`src/rtl/dram_arbiter.sv`:
```
// Four-requester DRAM burst arbiter: one winner per transaction, four fixed beats, then a release cycle.
// Define DRAM_ARB_ROUND_ROBIN_EN for rotating priority; otherwise requester 0 always has highest priority.
module dram_arbiter (
    input  logic        clk,
    input  logic        rst,
    input  logic [3:0]  req,
    input  logic [3:0]  req_we,
    input  logic [63:0] req_addr,
    output logic [3:0]  gnt,
    output logic [3:0]  done,
    output logic        busy,
    output logic [3:0]  en,
    output logic [7:0]  dram_address,
    output logic        dram_we
);

    typedef enum logic [2:0] {IDLE, BEAT1, BEAT2, BEAT3, BEAT4, REL} state_t;

    state_t      state_q, state_d;
    logic [1:0]  winner_q, winner_d;
    logic [7:0]  addr_q, addr_d;
    logic [7:0]  stride_q, stride_d;
    logic        we_q, we_d;
    logic [1:0]  pick;
    logic [15:0] slice;

`ifdef DRAM_ARB_ROUND_ROBIN_EN
    logic [1:0] ptr_q, ptr_d;
    logic [1:0] idx;

    // Scan from the farthest offset down so the nearest requester at/after the pointer wins.
    always_comb begin
        pick = ptr_q;
        idx  = '0;
        for (int i = 3; i >= 0; i--) begin
            idx = ptr_q + 2'(i);
            if (req[idx]) pick = idx;
        end
    end
`else
    always_comb begin
        pick = '0;
        for (int i = 3; i >= 0; i--) begin
            if (req[i]) pick = 2'(i);
        end
    end
`endif

    assign slice = req_addr[{pick, 4'b0000} +: 16];

    // NOTE: every signal gets a default before the case so no path leaves it unassigned (no latches).
    always_comb begin
        state_d  = state_q;
        winner_d = winner_q;
        addr_d   = addr_q;
        stride_d = stride_q;
        we_d     = we_q;
`ifdef DRAM_ARB_ROUND_ROBIN_EN
        ptr_d    = ptr_q;
`endif
        case (state_q)
            IDLE: begin
                if (|req) begin
                    state_d  = BEAT1;
                    winner_d = pick;
                    addr_d   = slice[15:8];
                    // A zero stride makes the beats repeat the base row for non-stepping loads.
                    stride_d = (slice[7] | req_we[pick]) ? {1'b0, slice[6:0]} : 8'h00;
                    we_d     = req_we[pick];
`ifdef DRAM_ARB_ROUND_ROBIN_EN
                    ptr_d    = pick + 2'd1;
`endif
                end
            end
            BEAT1: begin state_d = BEAT2; addr_d = addr_q + stride_q; end
            BEAT2: begin state_d = BEAT3; addr_d = addr_q + stride_q; end
            BEAT3: begin state_d = BEAT4; addr_d = addr_q + stride_q; end
            BEAT4: state_d = REL;
            REL:   state_d = IDLE;
            default: state_d = IDLE;
        endcase
    end

    // NOTE: sequential state uses non-blocking assignments only; combinational logic above uses blocking.
    // NOTE: the address register is reset too, since dram_address must read 8'h00 after reset.
    always_ff @(posedge clk) begin
        if (rst) begin
            state_q  <= IDLE;
            winner_q <= '0;
            addr_q   <= '0;
            stride_q <= '0;
            we_q     <= 1'b0;
`ifdef DRAM_ARB_ROUND_ROBIN_EN
            ptr_q    <= '0;
`endif
        end else begin
            state_q  <= state_d;
            winner_q <= winner_d;
            addr_q   <= addr_d;
            stride_q <= stride_d;
            we_q     <= we_d;
`ifdef DRAM_ARB_ROUND_ROBIN_EN
            ptr_q    <= ptr_d;
`endif
        end
    end

    always_comb begin
        gnt     = '0;
        done    = '0;
        en      = '0;
        dram_we = 1'b0;
        case (state_q)
            BEAT1: begin en = 4'b0001; gnt = 4'b0001 << winner_q; dram_we = we_q; end
            BEAT2: begin en = 4'b0010; gnt = 4'b0001 << winner_q; dram_we = we_q; end
            BEAT3: begin en = 4'b0100; gnt = 4'b0001 << winner_q; dram_we = we_q; end
            BEAT4: begin en = 4'b1000; gnt = 4'b0001 << winner_q; dram_we = we_q; end
            REL:   done = 4'b0001 << winner_q;
            default: ;
        endcase
    end

    assign busy         = (state_q != IDLE);
    assign dram_address = addr_q;

endmodule

```
`config.mk`:
```
export PLATFORM = sky130hd
export DESIGN_NAME = dram_arbiter
export DESIGN_NICKNAME = d
export VERILOG_FILES = /design/src/rtl/dram_arbiter.sv
export SDC_FILE = /design/constraint.sdc
export NUM_CORES = 1
export LEC_CHECK = 0
export CORE_ASPECT_RATIO = 0.7
export CORE_MARGIN = 1.5
export CORE_UTILIZATION = 39
export DETAILED_ROUTE_END_ITERATION = 16
export HOLD_SLACK_MARGIN = 0.05
export PLACE_DENSITY = 0.81
export SYNTH_ARGS = -nofsm -noshare
export SYNTH_HDL_FRONTEND = slang
export SYNTH_SLANG_ARGS = --single-unit
export TNS_END_PERCENT = 10
```
`constraint.sdc`:
```
create_clock -name clk -period 2.3 [get_ports clk]
set_input_delay 0.69 -clock clk [delete_from_list [all_inputs] [get_ports clk]]
set_output_delay 0.69 -clock clk [all_outputs]
set_load 0.02 [all_outputs]
```
==> results by group <==
Global route
  • Gr usage total: 22.41%
  • Largest net degree at the start of global routing: 18
  • Grt total ovfl: 0
  • Initial antenna violation count: 0
  • Vias in the first global route: 1,940
  • First-pass GRT wire length: 8811 um

Cells and area
  • N_diodes: 0
  • Fraction of layout cells with a size suffix above 1: 18.61%
  • Finished Layout Cells: 372
  • Synth-to-layout area growth: 73.88%
  • NumNets Final: 400

Clocking
  • Num CTS Buffers: 3
  • Worst-Skew Late Latency: 0.27 ns
  • Clock Path Buffers: 2
  • H-tree levels: 1
  • Clock Tree Root: clkbuf_8
  • Clock Sinks: 21
  • CTS clk-pin slew, worst paths: 0.08 ns
  • Post-CTS setup buffer count: 0
  • CTS tree: done

Timing
  • Final Skew: 0.007010 ns
  • Peak Freq: 0.4482 GHz
  • Hold Fails Final Rpt: 0
  • Slew headroom: 67.11%
  • Smallest setup slack after layout: 0.06890 ns
  • Final Critical Period: 2.231 ns
  • Setup violations, final: 0
  • Final cycle utilization of the critical path: 97.00%
  • RSZ-0062 raised after global routing: true
  • Max-slew violation count: 0
  • Worst Tran Pin Value: 0.4903 ns

Worst setup path
  • R2R setup slack: 0.40 ns
  • Startpoint types: register
  • CP arrival: 1.54 ns
  • Worst path buffer plus inverter count: 1
  • Crit end category: output port
  • Worst path cell trace: o21ai_0 -> nand2_1 -> nor3b_1 -> clkdlybuf4s15_1
  • Slowest cell on crit path: dfxtp_1
  • Setup Crit Path Kind: register to output port
  • CP top delay family: simple AND/OR/NAND/NOR gates
  • CP Data Required Time: 1.61 ns
  • CP Max Fanout: 4
  • CP max stage delay: 0.34 ns

Logic synthesis
  • EDFF count, synth: 0
  • Synth Cell Area: 1739 um^2
  • Gate Count Post-Synth: 193
  • Sequential area share after synthesis: 24.17%
  • Distinct cell type count of the synthesized netlist: 54
  • Ys flop type: dfxtp_1
  • Post-Synthesis Net Count: 275
  • Synthesis warning total: 0
  • Register bit total from synthesis: 21
  • Asr flop ratio synth: 0%
  • Mean Syn Cell Area: 9.011 um^2

Floorplanning
  • Row count: 20
  • Starting Density: 40.41%
  • Core ar.: 4304 um^2
  • Die Footprint: 4875 um^2
  • Die Ht: 58.87 um
  • Number of I/O pins: 96
  • Die outline width: 82.82 um

Placement
  • IO buf count: 95
  • DP Worst Slack: -0.3265 ns
  • Placer congestion estimate: 0.8798
  • Dpl cells: 368
  • HPWL Detailed: 4454 um

Drt
  • # DRC: 0
  • Detail Route Antenna Nets: 0
  • Avg WL per Cell: 14.65 um
  • Vias: 2,011
  • DR iter-0 viols: 149
  • Iteration count of the initial detailed-routing pass: 4
  • Routed wire length: 5448 um
  • Vias per cell: 5.406

Pwr
  • Peak VDD IR: 0.0003068 V
  • Leak: 1.305 nW
  • Pwr/cell area: 496.5 nW/um^2

Flow run
  • Max-cap viol count: 0

Run status
  • Status: finished clean

Worst hold path
  • Hold Crit Class: register to register
-- worst min-delay path, cell delays in order (launching register included) --
cell and delay (ns):
dfxtp_1 0.32, nand2_1 0.05, a21oi_1 0.06
-- power breakdown --
part,internal (mW),switching (mW)
Sequential,0.421,0.0526
Combinational,0.425,0.355
Clock,0.121,0.128
Total,0.966,0.536
-- registers in the layout, indices dropped and copies added, names as in the netlist --
register,cells
we_q,1
stride_q,7
dram_address,8
winner_q,2
state_q,3
-- logic make-up (layout without fill, tap and decap cells) --
group / count (synthesis) / after routing / synth area share (%)
AOI/OAI and AO/OA: 60 / 60 / 25.25
xor gates and xnor gates: 5 / 5 / 2.518
adders and majority gates: 8 / 8 / 6.187
buffers and inverters: 15 / 139 / 4.316
DFF: 21 / 21 / 24.17
muxes: 14 / 14 / 16.91
and+or+nand+nor: 70 / 70 / 20.65
-- cell usage after synthesis, types with 2 or more instances --
cell type / count / share of area, %
a31o_1: 3 / 1.5
nand2b_1: 2 / 0.72
ha_1: 7 / 5.0
mux4_1: 7 / 11
clkbuf_1: 4 / 0.86
nor2_1: 18 / 3.9
mux2i_1: 2 / 1.2
o22ai_1: 2 / 0.72
xnor2_1: 2 / 1.0
a22oi_1: 2 / 0.86
a21oi_1: 19 / 5.5
dfxtp_1: 21 / 24
or2_2: 2 / 0.72
mux2_2: 2 / 1.3
a211oi_1: 2 / 0.86
nor3b_1: 6 / 2.6
a31o_2: 4 / 2.0
buf_6: 2 / 1.3
xor2_1: 3 / 1.5
a22o_1: 2 / 1.0
o21a_1: 2 / 0.86
inv_1: 5 / 1.1
a31oi_1: 2 / 0.72
nor3_2: 2 / 1.2
o21ai_0: 6 / 1.7
nor3_1: 9 / 2.6
nor2b_1: 4 / 1.4
buf_2: 3 / 0.86
mux4_2: 3 / 3.9
nand3_1: 2 / 0.58
nand2_1: 19 / 4.1
o2111ai_1: 2 / 1.0
-- cells in the final DEF, fill, tap and decap left out, drive strengths merged, types with 5 or more instances in the layout --
cell type,count
a21oi,20
dlygate4sd2,12
ha,7
nand2,19
inv,5
mux4,10
buf,34
o21ai,6
nor2b,5
a31o,7
dfxtp,21
nor3b,6
clkdlybuf4s50,78
nor3,11
nor2,18
-- stage by stage --
step                      instance area, um^2  setup TNS [ns]  hold slack (ns)  utilization (%)  total power [mW]
after floorplan                          1739               0           0.4319                -            0.8797
after global placement                   2974          -3.447           0.4482            69.10             1.235
after detailed placement                 2974          -4.158           0.4553            69.10             1.259
after CTS                                3005        -0.09230           0.4674            69.83             1.498
after global routing                     3024        -0.04591           0.4948            70.26             1.585
final                                    3024               0           0.4678            70.26             1.502
-- layout make-up --
cell class	instances	area, um^2
fill	348	1280
multi-input combinational	157	1240
timing repair buffer	129	1225
sequential	21	421.7
tap	55	68.82
clock buffer	3	41.29
inverter	6	22.52
clock inverter	1	5.005
-- repair_timing --
item	CTS	global route
pin swaps	1	2
endpoints found under the setup margin	25	15
resized for setup	14	9
hold buffers	0	0
hold endpoints to repair	0	0
-- layer usage --
layer | vias to the layer above | part of all wire (%) | global-route usage (%)
met3 | 6 | 7.7 | 5.470
met4 | 0 | 0.53 | 4.048
met2 | 87 | 47 | 40.65
met1 | 926 | 45 | 27.89
met5 | - | 0 | 0
li1 | 992 | - | -
-- worst paths after layout --
| kind | start | to | cells past startpoint |
|---|---|---|---|
| worst min register to register | we_q$_SDFFE_PP0P_ | we_q$_SDFFE_PP0P_ | 2 |
| worst max register to register | dram_address[0]$_SDFFE_PP0P_ | dram_address[6]$_SDFFE_PP0P_ | 9 |
| worst max-delay path | state_q[0]$_SDFFE_PP0P_ | gnt[1] | 4 |
| worst min-delay path | we_q$_SDFFE_PP0P_ | we_q$_SDFFE_PP0P_ | 2 |
(Power assumes the default switching activity.)
